$ cat config.mk
export PLATFORM = sky130hd
export DESIGN_NAME = texture_loader_flat
export DESIGN_NICKNAME = d
export VERILOG_FILES = /design/src/rtl/texture_loader_pkg.sv /design/src/rtl/texture_loader_if.sv /design/src/rtl/texture_loader.sv /design/src/flat_wrapper.sv
export SDC_FILE = /design/constraint.sdc
export NUM_CORES = 1
export LEC_CHECK = 0
export CORE_UTILIZATION = 45
export DETAILED_ROUTE_END_ITERATION = 16
export PLACE_DENSITY = 0.79
export SKIP_CTS_REPAIR_TIMING = 1
export SLEW_MARGIN = 10
export SYNTH_ARGS = -nofsm -noshare
export SYNTH_HDL_FRONTEND = slang
export SYNTH_SLANG_ARGS = --single-unit
$ cat constraint.sdc
create_clock -name clk -period 4.55 [get_ports clk]
set_input_delay 0.91 -clock clk [delete_from_list [all_inputs] [get_ports clk]]
set_output_delay 0.91 -clock clk [all_outputs]
set_load 0.005 [all_outputs]
$ cat src/rtl/texture_loader_pkg.sv
// Shared constants for the texture loader, the texture memory and the bench.
//   TEX_WORDS  : texels per wall texture (2 sides x 64 cols x 64 rows)
//   HDR_MAGIC  : upper nibble that marks a valid header byte
//   state_e    : loader FSM encodings
package texture_loader_pkg;

  localparam int TEX_WORDS  = 8192;
  localparam int INDEX_BITS = 13;
  localparam int SLOT_BITS  = 2;
  localparam int ADDR_BITS  = SLOT_BITS + INDEX_BITS;

  localparam logic [3:0] HDR_MAGIC = 4'hA;

  typedef enum logic [1:0] {
    ST_IDLE = 2'd0,
    ST_LOAD = 2'd1,
    ST_DONE = 2'd2
  } state_e;

  // Valid header: magic upper nibble and a non-zero wall texture id in bits [1:0].
  function automatic logic hdr_valid(input logic [7:0] b);
    return (b[7:4] == HDR_MAGIC) && (b[1:0] != 2'b00);
  endfunction

endpackage

$ cat src/rtl/texture_loader_if.sv
// Byte stream in / texel write out bundle of the texture loader.
//   in_valid, in_data, in_ready : byte stream handshake (producer -> loader)
//   wr_en, wr_addr, wr_data     : texture memory write port (loader -> memory)
// master = stream producer / memory side, slave = loader.
interface texture_loader_if #(
  parameter int CHANNEL_BITS = 2
);
  import texture_loader_pkg::*;

  logic                      in_valid;
  logic [7:0]                in_data;
  logic                      in_ready;
  logic                      wr_en;
  logic [ADDR_BITS-1:0]      wr_addr;
  logic [CHANNEL_BITS*3-1:0] wr_data;

  modport master (
    output in_valid, in_data,
    input  in_ready, wr_en, wr_addr, wr_data
  );

  modport slave (
    input  in_valid, in_data,
    output in_ready, wr_en, wr_addr, wr_data
  );

endinterface

$ cat src/rtl/texture_loader.sv
// Texture loader: parses a header byte (0xA? with wall texture id 1..3) and
// streams the following TEX_WORDS bytes into texture memory, one texel per
// accepted byte, one cycle after acceptance.
//   clk      : clock
//   reset_n  : asynchronous active-low reset
//   bus      : stream handshake + memory write port (slave side)
//   abort    : cancels a load in progress (ignored outside LOAD)
//   busy     : high while loading texels
//   done     : one-cycle pulse alongside the final texel write
//   err      : sticky, last header byte was invalid
//
// state   | meaning
// --------+----------------------------------------------------------
// IDLE    | waiting for a header byte
// LOAD    | accepting texel bytes, writing one texel per accepted byte
// DONE    | final texel being written, stream stalled for one cycle
module texture_loader
  import texture_loader_pkg::*;
#(
  parameter int CHANNEL_BITS = 2,
  parameter int TEX_WORDS    = texture_loader_pkg::TEX_WORDS
) (
  input  logic             clk,
  input  logic             reset_n,
  texture_loader_if.slave  bus,
  input  logic             abort,
  output logic             busy,
  output logic             done,
  output logic             err
);

  localparam int TEXEL_BITS = CHANNEL_BITS * 3;
  localparam logic [INDEX_BITS-1:0] LAST_INDEX = INDEX_BITS'(TEX_WORDS - 1);

  state_e                  state_q,   state_d;
  logic [INDEX_BITS-1:0]   index_q,   index_d;
  logic [SLOT_BITS-1:0]    slot_q,    slot_d;
  logic                    wr_en_q,   wr_en_d;
  logic [ADDR_BITS-1:0]    wr_addr_q, wr_addr_d;
  logic [TEXEL_BITS-1:0]   wr_data_q, wr_data_d;
  logic                    done_q,    done_d;
  logic                    err_q,     err_d;
  logic                    in_ready;
  logic                    accept;

  always_comb begin
    // reset_n gating keeps in_ready low for the whole reset window
    in_ready = 1'b0;
    case (state_q)
      ST_IDLE: in_ready = reset_n;
      ST_LOAD: in_ready = reset_n & ~abort;
      default: in_ready = 1'b0;
    endcase
    accept = bus.in_valid & in_ready;

    state_d   = state_q;
    index_d   = index_q;
    slot_d    = slot_q;
    wr_en_d   = 1'b0;
    wr_addr_d = wr_addr_q;
    wr_data_d = wr_data_q;
    done_d    = 1'b0;
    err_d     = err_q;

    case (state_q)
      ST_IDLE: begin
        if (accept) begin
          if (hdr_valid(bus.in_data)) begin
            slot_d  = bus.in_data[1:0] - 2'd1;
            index_d = '0;
            err_d   = 1'b0;
            state_d = ST_LOAD;
          end else begin
            err_d = 1'b1;
          end
        end
      end
      ST_LOAD: begin
        if (abort) begin
          state_d = ST_IDLE;
        end else if (accept) begin
          wr_en_d   = 1'b1;
          wr_addr_d = {slot_q, index_q};
          wr_data_d = bus.in_data[TEXEL_BITS-1:0];
          index_d   = index_q + 1'b1;
          // done is raised together with the final write, so it lands in DONE
          if (index_q == LAST_INDEX) begin
            state_d = ST_DONE;
            done_d  = 1'b1;
          end
        end
      end
      ST_DONE: state_d = ST_IDLE;
      default: state_d = ST_IDLE;
    endcase
  end

  always_ff @(posedge clk or negedge reset_n) begin
    if (!reset_n) begin
      state_q   <= ST_IDLE;
      index_q   <= '0;
      slot_q    <= '0;
      wr_en_q   <= 1'b0;
      wr_addr_q <= '0;
      wr_data_q <= '0;
      done_q    <= 1'b0;
      err_q     <= 1'b0;
    end else begin
      state_q   <= state_d;
      index_q   <= index_d;
      slot_q    <= slot_d;
      wr_en_q   <= wr_en_d;
      wr_addr_q <= wr_addr_d;
      wr_data_q <= wr_data_d;
      done_q    <= done_d;
      err_q     <= err_d;
    end
  end

  assign bus.in_ready = in_ready;
  assign bus.wr_en    = wr_en_q;
  assign bus.wr_addr  = wr_addr_q;
  assign bus.wr_data  = wr_data_q;
  assign busy         = (state_q == ST_LOAD);
  assign done         = done_q;
  assign err          = err_q;

endmodule
$ cat src/flat_wrapper.sv
// flat-port wrapper written by rule: the top's interface ports become plain ports
module texture_loader_flat import texture_loader_pkg::*;
#(
  parameter int CHANNEL_BITS = 2,
  parameter int TEX_WORDS    = texture_loader_pkg::TEX_WORDS
)
  (clk, reset_n, abort, busy, done, err, bus_in_valid, bus_in_data, bus_in_ready, bus_wr_en, bus_wr_addr, bus_wr_data);
  texture_loader_if #(.CHANNEL_BITS(CHANNEL_BITS)) bus_i ();
  input  logic clk;
  input  logic reset_n;
  input  logic abort;
  output logic busy;
  output logic done;
  output logic err;
  input wire logic [$bits(bus_i.in_valid)-1:0] bus_in_valid;
  input wire logic [$bits(bus_i.in_data)-1:0] bus_in_data;
  output wire logic [$bits(bus_i.in_ready)-1:0] bus_in_ready;
  output wire logic [$bits(bus_i.wr_en)-1:0] bus_wr_en;
  output wire logic [$bits(bus_i.wr_addr)-1:0] bus_wr_addr;
  output wire logic [$bits(bus_i.wr_data)-1:0] bus_wr_data;
  assign bus_i.in_valid = bus_in_valid;
  assign bus_i.in_data = bus_in_data;
  assign bus_in_ready = bus_i.in_ready;
  assign bus_wr_en = bus_i.wr_en;
  assign bus_wr_addr = bus_i.wr_addr;
  assign bus_wr_data = bus_i.wr_data;
  texture_loader #(.CHANNEL_BITS(CHANNEL_BITS), .TEX_WORDS(TEX_WORDS)) u_core (.clk(clk), .reset_n(reset_n), .bus(bus_i), .abort(abort), .busy(busy), .done(done), .err(err));
endmodule
# After elaboration in Yosys (flattened, before gate mapping)
# Cells that the tools add are included.
# word_totals
in_bits	12
ff_bits	41
output_inout_bits	26
# classes
reduce_logical	9
bitwise_logic	3
n_eq_ne	9
n_mux	20
add_sub_neg	2
# op_table
cell	count
13-bit two-way mux	4
13-bit one-hot mux with 2 select lines	1
13-bit by 1-bit adder with 13-bit output (second input constant)	1
13-bit == test (second input constant)	1
2-bit two-way mux	5
1-bit two-way mux	8
2-bit by 1-bit inequality test with 1-bit output (second input constant)	3
3-bit by 2-bit inequality test with 1-bit output (second input constant)	2
3-bit AND reduction	2
5-bit AND reduction	1
4-bit == test (second input constant)	1
2-bit one-hot mux with 2 select lines	1
4-bit AND reduction	1
2-bit nonzero test	2
1-bit bitwise AND	2
2-bit by 1-bit == test with 1-bit output (second input constant)	1
2-bit zero test	1
2-bit inequality test (second input constant)	1
1-bit one-hot mux with 2 select lines	1
2-bit AND reduction	1
2-bit by 1-bit subtractor with 2-bit output (second input constant)	1
1-bit logical AND	1
1-bit inverter	1

# Longest topological paths before layout
# Gate-level depths: netlist of run 1.
# logic_depth
depth_word	7
ltp_mapped	8

# Least setup slack after synthesis of run 1
# Ideal clock, no wire load.
# synth_timing
path_kind	input to register
start	input bus_in_data[0]
end	register u_core.index_q[10]
setup_slack_ns	2.189
path_buffers	1
arrival_time_ns	2.222
setup_time_ns	0.139
cell_stages	7
cell_sequence	inv_1 ha_1 nor4bb_1 a211oi_1 buf_2 o311ai_0 o31ai_1
# synth_via
elab_chain_cells	4
# synth_lines
item	line_no	text
start, declared	flat_wrapper.sv:16	input wire logic [$bits(bus_i.in_data)-1:0] bus_in_data;
2-bit nonzero test	texture_loader_pkg.sv:22	return (b[7:4] == HDR_MAGIC) && (b[1:0] != 2'b00);
1-bit logical AND	texture_loader_pkg.sv:22	
2-bit by 1-bit inequality test with 1-bit output (no source line)	n/a	
5-bit AND reduction (no source line)	n/a	
end signal, assigned	texture_loader.sv:110	index_q <= index_d;
end, declared	texture_loader.sv:36	logic [INDEX_BITS-1:0] index_q, index_d;
# No other way between the ends.
# A chain may end at the register's enable or synchronous reset.

# Final worst setup path of run 1
# layout_timing
start	input abort
end	output bus_in_ready
# layout_via
elab_chain_cells	3
# layout_lines
item	line_no	text
start, declared	flat_wrapper.sv:11	input logic abort;
1-bit inverter (no source line)	n/a	
1-bit bitwise AND	texture_loader.sv:51	ST_LOAD: in_ready = reset_n & ~abort;
1-bit one-hot mux with 2 select lines	texture_loader.sv:49	case (state_q)
end, declared	flat_wrapper.sv:17	output wire logic [$bits(bus_i.in_ready)-1:0] bus_in_ready;
# No other way between the ends.

==> impl_results.md, run 1 <==
- Status: finished clean
- Setup TNS: 0 ps
- YS warnings: 0
- Die Area: 4373 sq um
- WL/cell: 13.75 microns
- Main combinational cell family by area after synthesis: simple AND/OR/NAND/NOR gates
- Root buf cell: clkbuf_8
- DRT iter0 DRCs: 144
- GRT Max-Usage Layer: met2
- Final wirelength: 3836 microns
- Reg-to-reg setup timing slack: 2510 ps
- CTS Buf Count: 5
- Area share of and/or/nand/nor cells after synthesis: 25.02%
- CP startpoint kind: primary input
- Most used DFF post-synth: dfrtp_1
- Residual DRC: 0
- Die Wd: 66.13 microns
- Sequential area share after synthesis: 55.44%
- Vias per Instance: 5.419
- Reg clk slew, reported paths: 80 ps
- Routability cong.: 0.8107
- Finish-stage setup viols: 0
- Worst EP required: 3640 ps
- Fill cells: 342
- Syn_nets: 207
- Routed Antenna Nets: 0
- Worst Hold Class: reg -> reg
- Largest net degree at the start of global routing: 43
- Congestion Overflow GR: 0
- Hold Vio Cnt, Final: 0
- Mux contribution to synthesized area: 1.082%
- Core outline area: 3799 sq um
- Fin area: 2313 sq um
- Num ports: 38
- First-pass GRT wire length: 6706 microns
- Die H: 66.13 microns
- Ant. Diodes: 0
- Fmax: 331.7 MHz
- CP Capture Type: output pin
- #FFs+latches synth: 41
- FF/Latch Area: 1026 sq um
- Cells after Synth: 193
- Synth area leader: dfrtp_1
- Synth Area in Compound Gates: 11.97%
- Asr flop ratio synth: 100.0%
- Syn Area/Cell: 9.588 sq um
- Synth top area cells: dfrtp_1 (55%), nand2_1 (13%), o31ai_1 (4.5%), buf_6 (1.8%), nand2b_1 (1.7%)
- RSZ-0062 raised after global routing: false
- Commonest non-fill, non-tap cell in the layout: nand2_1
- Critical-path maximum fanout: 4
- Cell Area, Synth: 1851 sq um
- Area after DPL: 2227 sq um
- Maxcap violations: 0
- Clk sinks: 41
- GR Layer Usage met3: 5.172%
- Area of the multi-input gates: 729.5 sq um
- Worst setup path category: in -> out
- EDFF count, synth: 0
- Initial antenna violation count: 0
- First-pass iteration count of the detailed router: 4
- Highest-count cells in the layout ignoring fill and taps: nand2_1 (65), dfrtp_1 (41), clkdlybuf4s50_1 (36)
- Clock skew: 9.478 ps
- Crit path time final: 3015 ps
- GR Util All Layers: 20.89%
- Rows: 22
- Met2 Use GR: 32.53%
- Power Density: 295.2 nW/um^2
- Post-DP HPWL: 2581 microns
- Slew margin rel.: 65.11%
- Worst VDD drop: 200.8 uV
- Clk buf depth: 2
- Fraction of layout cells with a size suffix above 1: 7.359%
- Total power: 683.0 uW
- CP arrival: 2100 ps
- PortBufs: 37
- CTS tree: yes
- Clk Latency, worst-skew pair: 290 ps
- Adder-cell share of the synthesized area: 1.352%
- Yosys top cell area share: 55.44%
- CTS HTree Levels: 2
- Slew @ Worst Pin: 523.4 ps
- Netlist cell types: 38
- Vias in the first global route: 1461
- Layout area overhead: 25.02%
- Leakage: 0.001103 uW
- Fin. max-slew vios: 0
- Initial Util: 48.72%
- Met1 Track Usage GR: 27.24%
- Post-Synth XOR/XNOR Area: 0%
- Via count: 1512
- Final nets: 244
- Final period util: 66.26%
## synthesized netlist by cell type, drive strengths merged (4+ instances only)
cell    number
a21oi        5
buf          7
dfrtp       41
inv          7
nand2       66
nand2b       5
nand3        4
nor2         6
o21ai        8
o31ai       11
or4          5
## stage by stage
step                setup WS (ps)  utilization, %  hold WS (ps)  instances
floorplan                    2189               -         437.7        193
global placement             1557           58.63         446.6        271
detailed placement           1522           58.63         462.4        271
CTS                          1538           60.90         477.8        279
global route                 1489           60.90         495.9        279
finish                       1535           60.90         476.7        279
## final cells by class
cell class	instances	area share (%)
clock inverter	3	0.7572
clock buffer	5	2.975
inverter	8	1.352
multi-input combinational	135	31.53
sequential	41	44.35
tap	48	2.596
timing repair buffer	39	16.44
## per-layer routing
metal  vias up  share of wire, %
met5         -                 0
met1       735                47
met2        34                46
li1        737                 -
met4         0               2.1
met3         6               4.1
## cells by family (layout without fill, tap and decap cells)
kind of cell    count (synthesis)  after routing
buf+inv                        17             55
flops                          41             41
compound gates                 32             32
fa+ha+maj                       2              2
simple gates                   99             99
mux                             2              2
## registers in the layout (all words and copies together) (netlist names)
signal	flops
u_core.bus.wr_en	1
u_core.err	1
u_core.state_q	2
u_core.done	1
u_core.slot_q	2
u_core.bus.wr_addr	15
u_core.bus.wr_data	6
u_core.index_q	13
## power breakdown
| group | internal [uW] | switching (uW) | total, uW |
|---|---|---|---|
| Sequential | 379 | 10.7 | 390 |
| Clock | 106 | 125 | 230 |
| Combinational | 34.0 | 28.4 | 62.4 |
| Total | 519 | 164 | 683 |
## path summary, 6_finish.rpt
path                                                    start                            endpoint  depth (start not counted)
worst min-delay path             u_core.slot_q[1]$_DFFE_PN0P_  u_core.bus.wr_addr[14]$_DFFE_PN0P_                          2
min in group asynchronous                             reset_n   u_core.bus.wr_data[5]$_DFFE_PN0P_                          2
worst max-delay path                                    abort                        bus_in_ready                          3
worst max register to register  u_core.state_q[1]$_DFFE_PN0P_       u_core.index_q[2]$_DFFE_PN0P_                          5
max in group asynchronous                             reset_n  u_core.bus.wr_addr[11]$_DFFE_PN0P_                          2
worst min register to register   u_core.slot_q[1]$_DFFE_PN0P_  u_core.bus.wr_addr[14]$_DFFE_PN0P_                          2
## worst max-delay path, cell delays in order
cell	delay (ps)
clkdlybuf4s50_1	480
a21oi_1	200
clkdlybuf4s50_1	520
No activity file was read; power rests on OpenSTA's default activity.
==> run 2: changes to the inputs <==
==> constraint.sdc (replaced) <==
create_clock -name clk -period 3.01 [get_ports clk]
set_input_delay 0.602 -clock clk [delete_from_list [all_inputs] [get_ports clk]]
set_output_delay 0.602 -clock clk [all_outputs]
set_load 0.005 [all_outputs]
==> run 2 against run 1 <==
  * Worst setup slack got worse by 960 ps
  * Combinational power increased by 54%
  * Core utilization grew 0.89 points
  * Global-route usage shrank 0.060 points
  * Cell count unchanged
  * Via count decreased by 0.26%
  * Hold slack got worse by 380 ps
  * Routed wire length grew 0.47%
  * Register-to-register slack got worse by 1500 ps
  * Sequential cell count is the same
  * Critical path type is now in -> reg
  * Largest cell class unchanged
==> impl_results.md, run 2 (synthesized netlist as in run 1, its figures left out) <==
- Worst VDD drop: 320.0 uV
- Final wirelength: 3854 microns
- Fraction of layout cells with a size suffix above 1: 7.359%
- Routed Antenna Nets: 0
- Highest-count cells in the layout ignoring fill and taps: nand2_1 (65), dfrtp_1 (41), clkdlybuf4s50_1 (36)
- Fin area: 2347 sq um
- Final period util: 81.01%
- Layout area overhead: 26.84%
- CP arrival: 2660 ps
- Largest net degree at the start of global routing: 40
- Area after DPL: 2227 sq um
- WL/cell: 13.81 microns
- Ant. Diodes: 0
- Slew margin rel.: 64.84%
- WP buf/inv: 3
- CTS tree: yes
- Setup TNS: 0 ps
- Commonest non-fill, non-tap cell in the layout: nand2_1
- CP delay by family, top: simple AND/OR/NAND/NOR gates
- Num ports: 38
- Initial Util: 48.72%
- Critical-path maximum fanout: 17
- Fill cells: 337
- First-pass GRT wire length: 6775 microns
- Worst setup path category: in -> reg
- Clk Latency, worst-skew pair: 300 ps
- Residual DRC: 0
- Rows: 22
- Die H: 66.13 microns
- Routability cong.: 0.8287
- GR Util All Layers: 20.83%
- Critical path depth: 8
- Vias in the first global route: 1433
- Slew @ Worst Pin: 527.4 ps
- PortBufs: 37
- Post-DP HPWL: 2547 microns
- Reg2Reg Depth: 5
- Fmax: 410.1 MHz
- Clock skew: 8.826 ps
- Vias per Instance: 5.405
- Status: finished clean
- Reg clk slew, reported paths: 80 ps
- Final hold slack: 96.16 ps
- DRT iter0 DRCs: 94
- Die Area: 4373 sq um
- Worst Hold Class: in -> async
- CP Capture Type: register
- Leakage: 0.001116 uW
- First-pass iteration count of the detailed router: 4
- Core outline area: 3799 sq um
- Finish-stage setup viols: 0
- CP startpoint kind: primary input
- Hold Vio Cnt, Final: 0
- Crit path time final: 2438 ps
- Clk sinks: 41
- Clk buf depth: 2
- Via count: 1508
- Root buf cell: clkbuf_8
- Core Util, Final: 61.79%
- Die Wd: 66.13 microns
- Slowest library cell on the worst path: or4_1
- CTS Buf Count: 5
- Fin. max-slew vios: 0
- CTS HTree Levels: 2
- Max reg flops: 15
- Initial antenna violation count: 0
- RSZ-0062 raised after global routing: false
- Final nets: 244
- Maxcap violations: 0
- Crit path largest cell delay: 480 ps
- Worst path cell trace: clkdlybuf4s50_1, inv_1, ha_1, nor4bb_1, a211oi_1, buf_4, or4_1, a21oi_1
- Power Density: 490.8 nW/um^2
- Worst EP required: 3230 ps
- Congestion Overflow GR: 0
## run 2: layer usage
layer / vias to the layer above / wire length (microns) / GRT usage, %
li1: 737 / - / -
met1: 725 / 1822 / 27.60
met2: 39 / 1802 / 33.04
met3: 7 / 165 / 5.345
met4: 0 / 63 / 7.181
met5: - / 0 / 0
## run 2: layout make-up
class	count	area, sq um	share of cell area, %
flip-flops and latches	41	1026	43.71
multi-input cells	135	729.5	31.08
repair buffers	39	380.4	16.20
clock buffers	6	82.58	3.518
well taps	48	60.06	2.559
clock inverters	2	37.54	1.599
inverters	8	31.28	1.333
## run 2: final timing paths
path / startpoint / endpoint / slack (ps)
worst max-delay path: bus_in_data[0] / u_core.index_q[3]$_DFFE_PN0P_ / 570
worst min-delay path: reset_n / u_core.state_q[0]$_DFFE_PN0P_ / 100
worst max register to register: u_core.state_q[1]$_DFFE_PN0P_ / u_core.index_q[2]$_DFFE_PN0P_ / 1010
worst min register to register: u_core.bus.wr_addr[11]$_DFFE_PN0P_ / u_core.bus.wr_addr[11]$_DFFE_PN0P_ / 480
max in group asynchronous: reset_n / u_core.index_q[11]$_DFFE_PN0P_ / 2230
min in group clk: u_core.bus.wr_addr[11]$_DFFE_PN0P_ / u_core.bus.wr_addr[11]$_DFFE_PN0P_ / 480
## run 2: worst register-to-register path: stages, from the launching register on
cell and delay [ps]:
dfrtp_1 410, nand2b_1 290, or4_4 710, clkinv_2 310, nand2_1 90, o21ai_1 120
## run 2: stage by stage
stage          power, uW  setup WS [ps]  instances
3_3_place_gp       694.3          339.4        271
4_1_cts             1158          569.8        279
2_1_floorplan      631.9          957.2        193
3_5_place_dp       697.8          279.9        271
6_report            1152          571.7        279
5_1_grt             1200          468.2        279
## run 2: power by group
part | switching [uW] | leakage [uW] | internal [uW] | total [uW]
logic | 44.6 | 0.000498 | 51.6 | 96.2
registers | 17.0 | 0.000561 | 573 | 590
clock network | 196 | 0.0000574 | 270 | 466
